==> config.mk <==
export PLATFORM = sky130hd
export DESIGN_NAME = data_mem_ctrl
export DESIGN_NICKNAME = d
export VERILOG_FILES = /design/src/rtl/data_mem_ctrl_pkg.sv /design/src/rtl/mem_timeout_counter.sv /design/src/rtl/data_mem_ctrl.sv
export SDC_FILE = /design/constraint.sdc
export NUM_CORES = 1
export LEC_CHECK = 0
export CORE_AREA = 2 2 156 158
export DETAILED_ROUTE_END_ITERATION = 7
export DIE_AREA = 0 0 158 160
export HOLD_SLACK_MARGIN = 0.1
export PLACE_DENSITY = 0.75
export SLEW_MARGIN = 20
export SYNTH_ARGS = -nofsm -noshare
export SYNTH_HDL_FRONTEND = slang
export SYNTH_SLANG_ARGS = --single-unit
==> constraint.sdc <==
create_clock -name clk -period 2.3 [get_ports clk]
set_input_delay 0.46 -clock clk [delete_from_list [all_inputs] [get_ports clk]]
set_output_delay 0.46 -clock clk [all_outputs]
set_load 0.02 [all_outputs]
==> src/rtl/data_mem_ctrl_pkg.sv <==
// Shared types, transfer-size constants and small helpers for the data memory controller.
package data_mem_ctrl_pkg;

  typedef enum logic [1:0] {
    ST_IDLE = 2'd0,
    ST_BUSY = 2'd1,
    ST_DONE = 2'd2,
    ST_ERR  = 2'd3
  } state_t;

  localparam logic [3:0] SZ_B = 4'd1;
  localparam logic [3:0] SZ_H = 4'd2;
  localparam logic [3:0] SZ_W = 4'd4;
  localparam logic [3:0] SZ_D = 4'd8;

  localparam int DEFAULT_TIMEOUT = 16;

  function automatic logic size_legal(input logic [3:0] sz);
    return (sz == SZ_B) || (sz == SZ_H) || (sz == SZ_W) || (sz == SZ_D);
  endfunction

  // Only meaningful for legal sizes: sz-1 over three bits is the alignment mask (8 wraps to 7).
  function automatic logic addr_aligned(input logic [63:0] a, input logic [3:0] sz);
    logic [2:0] mask;
    mask = sz[2:0] - 3'd1;
    return (a[2:0] & mask) == 3'b000;
  endfunction

  function automatic logic [63:0] zext_bytes(input logic [63:0] d, input logic [3:0] sz);
    logic [63:0] r;
    case (sz)
      SZ_B:    r = {56'd0, d[7:0]};
      SZ_H:    r = {48'd0, d[15:0]};
      SZ_W:    r = {32'd0, d[31:0]};
      default: r = d;
    endcase
    return r;
  endfunction

endpackage

==> src/rtl/mem_timeout_counter.sv <==
// Counts BUSY cycles; tc flags the last cycle allowed before the wait is declared timed out.
module mem_timeout_counter #(
  parameter int TIMEOUT = 16,
  localparam int CW = (TIMEOUT > 2) ? $clog2(TIMEOUT) : 1
) (
  input  logic clk,
  input  logic reset,
  input  logic clear,
  input  logic enable,
  output logic tc
);

  logic [CW-1:0] count;

  always_ff @(posedge clk) begin
    if (reset || clear) begin
      count <= '0;
    end else if (enable) begin
      count <= count + CW'(1);
    end
  end

  assign tc = (count == CW'(TIMEOUT - 1));

endmodule

==> src/rtl/data_mem_ctrl.sv <==
// Load/store front end: validates a decoded request, holds it to memory until completion or timeout.
module data_mem_ctrl
  import data_mem_ctrl_pkg::*;
#(
  parameter int TIMEOUT = DEFAULT_TIMEOUT
) (
  input  logic        clk,
  input  logic        reset,
  input  logic        mem_read,
  input  logic        mem_write,
  input  logic [63:0] addr,
  input  logic [63:0] wdata,
  input  logic [3:0]  xfer_size,
  input  logic        mem_ready,
  input  logic [63:0] mem_rdata,
  output logic        mem_req,
  output logic        mem_we,
  output logic [63:0] mem_addr,
  output logic [63:0] mem_wdata,
  output logic [3:0]  mem_size,
  output logic [63:0] rdata,
  output logic        stall,
  output logic        done,
  output logic        err,
  output state_t      state_dbg
);

  // Handshake: a request is a level on mem_read/mem_write while the instruction is held; the
  // controller owns it from acceptance, and memory completes it with a one-cycle mem_ready in BUSY.

  state_t state, state_next;
  logic   req, legal, busy, tc, cnt_clear;

  assign req   = mem_read | mem_write;
  assign legal = (mem_read ^ mem_write) && size_legal(xfer_size) && addr_aligned(addr, xfer_size);
  assign busy  = (state == ST_BUSY);

  assign cnt_clear = busy && (mem_ready || tc);

  mem_timeout_counter #(.TIMEOUT(TIMEOUT)) u_timeout (
    .clk    (clk),
    .reset  (reset),
    .clear  (cnt_clear),
    .enable (busy),
    .tc     (tc)
  );

  always_ff @(posedge clk) begin
    if (reset) begin
      state <= ST_IDLE;
    end else begin
      state <= state_next;
    end
  end

  always_comb begin
    state_next = state;
    mem_req    = 1'b0;
    stall      = 1'b0;
    done       = 1'b0;
    err        = 1'b0;
    case (state)
      ST_IDLE: begin
        // stall rises in the accepting cycle so the PC never advances past the load/store
        stall = legal && !reset;
        if (req) begin
          state_next = legal ? ST_BUSY : ST_ERR;
        end
      end
      ST_BUSY: begin
        mem_req = 1'b1;
        stall   = 1'b1;
        if (mem_ready) begin
          state_next = ST_DONE;
        end else if (tc) begin
          state_next = ST_ERR;
        end
      end
      ST_DONE: begin
        done       = 1'b1;
        state_next = ST_IDLE;
      end
      ST_ERR: begin
        err        = 1'b1;
        state_next = ST_IDLE;
      end
      default: state_next = ST_IDLE;
    endcase
  end

  always_ff @(posedge clk) begin
    if (reset) begin
      mem_we    <= 1'b0;
      mem_addr  <= '0;
      mem_wdata <= '0;
      mem_size  <= '0;
      rdata     <= '0;
    end else begin
      if (state == ST_IDLE && legal) begin
        mem_we    <= mem_write;
        mem_addr  <= addr;
        mem_wdata <= wdata;
        mem_size  <= xfer_size;
      end
      // rdata only moves on a completed read; stores and errors leave the last load visible
      if (busy && mem_ready && !mem_we) begin
        rdata <= zext_bytes(mem_rdata, mem_size);
      end
    end
  end

  assign state_dbg = state;

endmodule
==> impl_metrics.py <==
metrics = {
    "clock_network": {
        "cts_sinks": 203,
        "hold_buffers": 0,
        "cts-buffers-inserted": 24,
        "root_buffer": "clkbuf_16",
        "clk_latency_ps": 520,
        "clk_path_buf_depth": 3,
        "clk_pin_slew_ps": 60,
        "cts_max_level": 1,
        "cts_tree": "yes",
    },
    "worst_setup_path": {
        "cp-end-kind": "output port",
        "required_ps": 1840,
        "critPathBufInv": 4,
        "cp_max_fo": 2,
        "cpMaxStageDelayCell": "o31ai_4",
        "criticalPathCategory": "input pin to output port",
        "critPathLaunchType": "input pin",
        "arrival_ps": 1810,
        "crit_family": "compound AO/OA/AOI/OAI gates",
        "crit_chain": "buf_12, inv_12, ha_4, inv_2, a222oi_1, nand4_1, o31ai_4, buf_6",
        "slowest_delay_ps": 290,
    },
    "yosys": {
        "syn_avg_cell_area_um2": 9.40,
        "synth_fp_nets": 1119,
        "yosysUniqueCellTypes": 32,
        "synth_commonest_cells": "nand2b_1 (267), dfxtp_1 (203), mux2i_1 (134)",
        "synthTopCellsByArea": "dfxtp_1 (47%), nand2b_1 (19%), mux2i_1 (16%), a21oi_1 (3.4%), nand2_1 (3.0%)",
        "synth_edf_count": 0,
        "ys_seq_area_share_pct": 47.4,
        "yosys_most_used_dff": "dfxtp_1",
        "synth_seq_cells": 203,
        "synthMostInstantiatedCell": "nand2b_1",
        "ys_warn_count": 0,
        "yosys.area.top_type": "dfxtp_1",
        "synth_top_area_share_pct": 47.4,
        "async_flop_share_pct": 0,
        "synthCells": 912,
        "synth_area_um2": 8580,
    },
    "sta": {
        "max_freq_mhz": 440,
        "period_share_pct": 98.9,
        "worst_pin_slew_ps": 585,
        "fin_tns_setup_ps": 0,
        "hold_viol_final": 0,
        "rsz0062_at_grt": "true",
        "fin_crit_ps": 2270,
        "setup_viol": 0,
        "slew_headroom_pct": 60.9,
        "finalMaxSlewViolations": 0,
        "fin_skew_ps": 17.2,
    },
    "floorplan": {
        "rows": 57,
        "core_area_um2": 23800,
        "die_w_um": 158,
        "io_pins": 404,
        "start_util_pct": 36.0,
        "fp.dieH_um": 160,
        "die-area_um2": 25300,
    },
    "grt": {
        "grt_pass1_vias": 7339,
        "globalRouteOverflowTotal": 0,
        "grt_pass1_wl_um": 39300,
        "grtUsageTotal_pct": 19.3,
        "antenna_found_initial": 1,
        "grt_max_degree": 135,
    },
    "hold_path": {
        "hold_path.class": "input pin to flip-flop",
    },
    "route": {
        "drc_errors": 0,
        "drtIter0Drc": 444,
        "ant_nets": 0,
        "vias": 7503,
        "detail_route.wl_per_cell_um": 15.6,
        "drtPass1Iterations": 5,
        "vias_per_cell": 4.58,
        "wl_um": 25600,
    },
    "placement": {
        "port_buffers": 403,
        "place_hpwl_um": 18000,
        "gp_congestion": 0.783,
        "dp_cells": 1591,
    },
    "run": {
        "drv_cap": 0,
    },
    "final_layout": {
        "fillerInstances": 2079,
        "drive_above_1_share_pct": 6.17,
        "seq_area_um2": 4070,
        "synthToLayoutAreaGrowth_pct": 62.2,
        "final_nets": 1501,
        "multiInputGateArea_um2": 4220,
        "final_cells": 1638,
    },
    "status": {
        "status": "completed",
    },
    "power_and_ir_drop": {
        "power.density_nw_per_um2": 637,
        "peakVddDrop_v": 0.000423,
        "p_leak_nw": 5.85,
    },
}
sequential cells by signal, indices dropped and copies added (netlist names):
signal / count
mem_addr: 64
mem_size: 4
mem_wdata: 64
mem_we: 1
rdata: 64
state_dbg: 2
u_timeout.count: 4
layout make-up:
class / count / area share (%)
timing repair buffer: 426 / 31.0
multi-input combinational: 630 / 30.4
sequential: 203 / 29.2
clock buffer: 35 / 5.12
tap: 324 / 2.91
clock inverter: 9 / 0.972
inverter: 9 / 0.369
antenna: 2 / 0.0360
per-layer routing:
layer | vias to the layer above | GRT usage, % | part of all wire (%)
li1 | 3760 | - | -
met1 | 3434 | 23.5 | 40
met2 | 250 | 32.4 | 48
met3 | 59 | 4.99 | 7.7
met4 | 0 | 7.78 | 3.9
met5 | - | 0 | 0
repair_timing:
action | in CTS | in global routing
endpoints found under the setup margin | 5 | 1
buffers inserted | 2 | 1
gates resized for setup | 21 | 14
pin swaps | 4 | 4
metrics by stage:
| step | utilization, % | cell area, um^2 | setup slack [ps] | total power (W) | hold slack [ps] |
|---|---|---|---|---|---|
| 3_3_place_gp | 54.7 | 13000 | -485 | 0.00493 | 438 |
| 4_1_cts | 58.3 | 13900 | -46.8 | 0.00899 | 298 |
| 3_5_place_dp | 54.7 | 13000 | -498 | 0.00494 | 444 |
| 2_1_floorplan | - | 8630 | -29.3 | 0.00427 | 484 |
| 5_1_grt | 58.4 | 13900 | -59.0 | 0.00924 | 247 |
| 6_report | 58.4 | 13900 | 26.3 | 0.00886 | 263 |
final timing paths:
kind,cells past startpoint,from,slack [ps],end
max,8,xfer_size[0],30,stall
min,3,xfer_size[2],260,mem_size[2]$_SDFFE_PP0P_
max reg2reg,7,state_dbg[0]$_SDFFE_PP0P_,470,mem_wdata[30]$_SDFFE_PP0P_
min reg2reg,2,rdata[0]$_SDFFE_PP0P_,450,rdata[0]$_SDFFE_PP0P_
cells by family (layout without fill, tap and decap cells):
kind of cell	count (synthesis)	count (layout)	synth area share, %
buffers and inverters	79	479	3.91
AO/OA/AOI/OAI	80	80	5.16
adder cells (fa/ha/maj)	6	6	0.875
AND/OR/NAND/NOR	408	408	26.8
flip-flops	203	203	47.4
multiplexers	134	134	15.6
XOR/XNOR	2	2	0.204
other	0	2	0
power by group:
group	internal, W	total [W]	switching (W)
sequential	0.00361	0.00367	0.0000595
clock	0.00249	0.00400	0.00151
combinational	0.000688	0.00119	0.000504
total	0.00679	0.00886	0.00207
tightest hold or removal path: stages:
cell	delay, ps
clkbuf_2	140
nand2b_1	80
mux2i_1	60
placed cells by master (no fill, tap or decap), drive strengths merged, types with 2 or more instances in the layout:
cell type and count:
clkdlybuf4s50 390, nand2b 267, dfxtp 203, mux2i 134
nand2 68, a21oi 59, nand3 48, clkbuf 36
buf 27, nor2 14, inv 10, a22oi 9
dlygate4sd2 6, ha 6, o21ai 5, clkinv 5
bufinv 3, diode 2, xor2 2, nor2b 2
o31ai 2, nor3b 2
No activity file was read; power rests on OpenSTA's default activity.
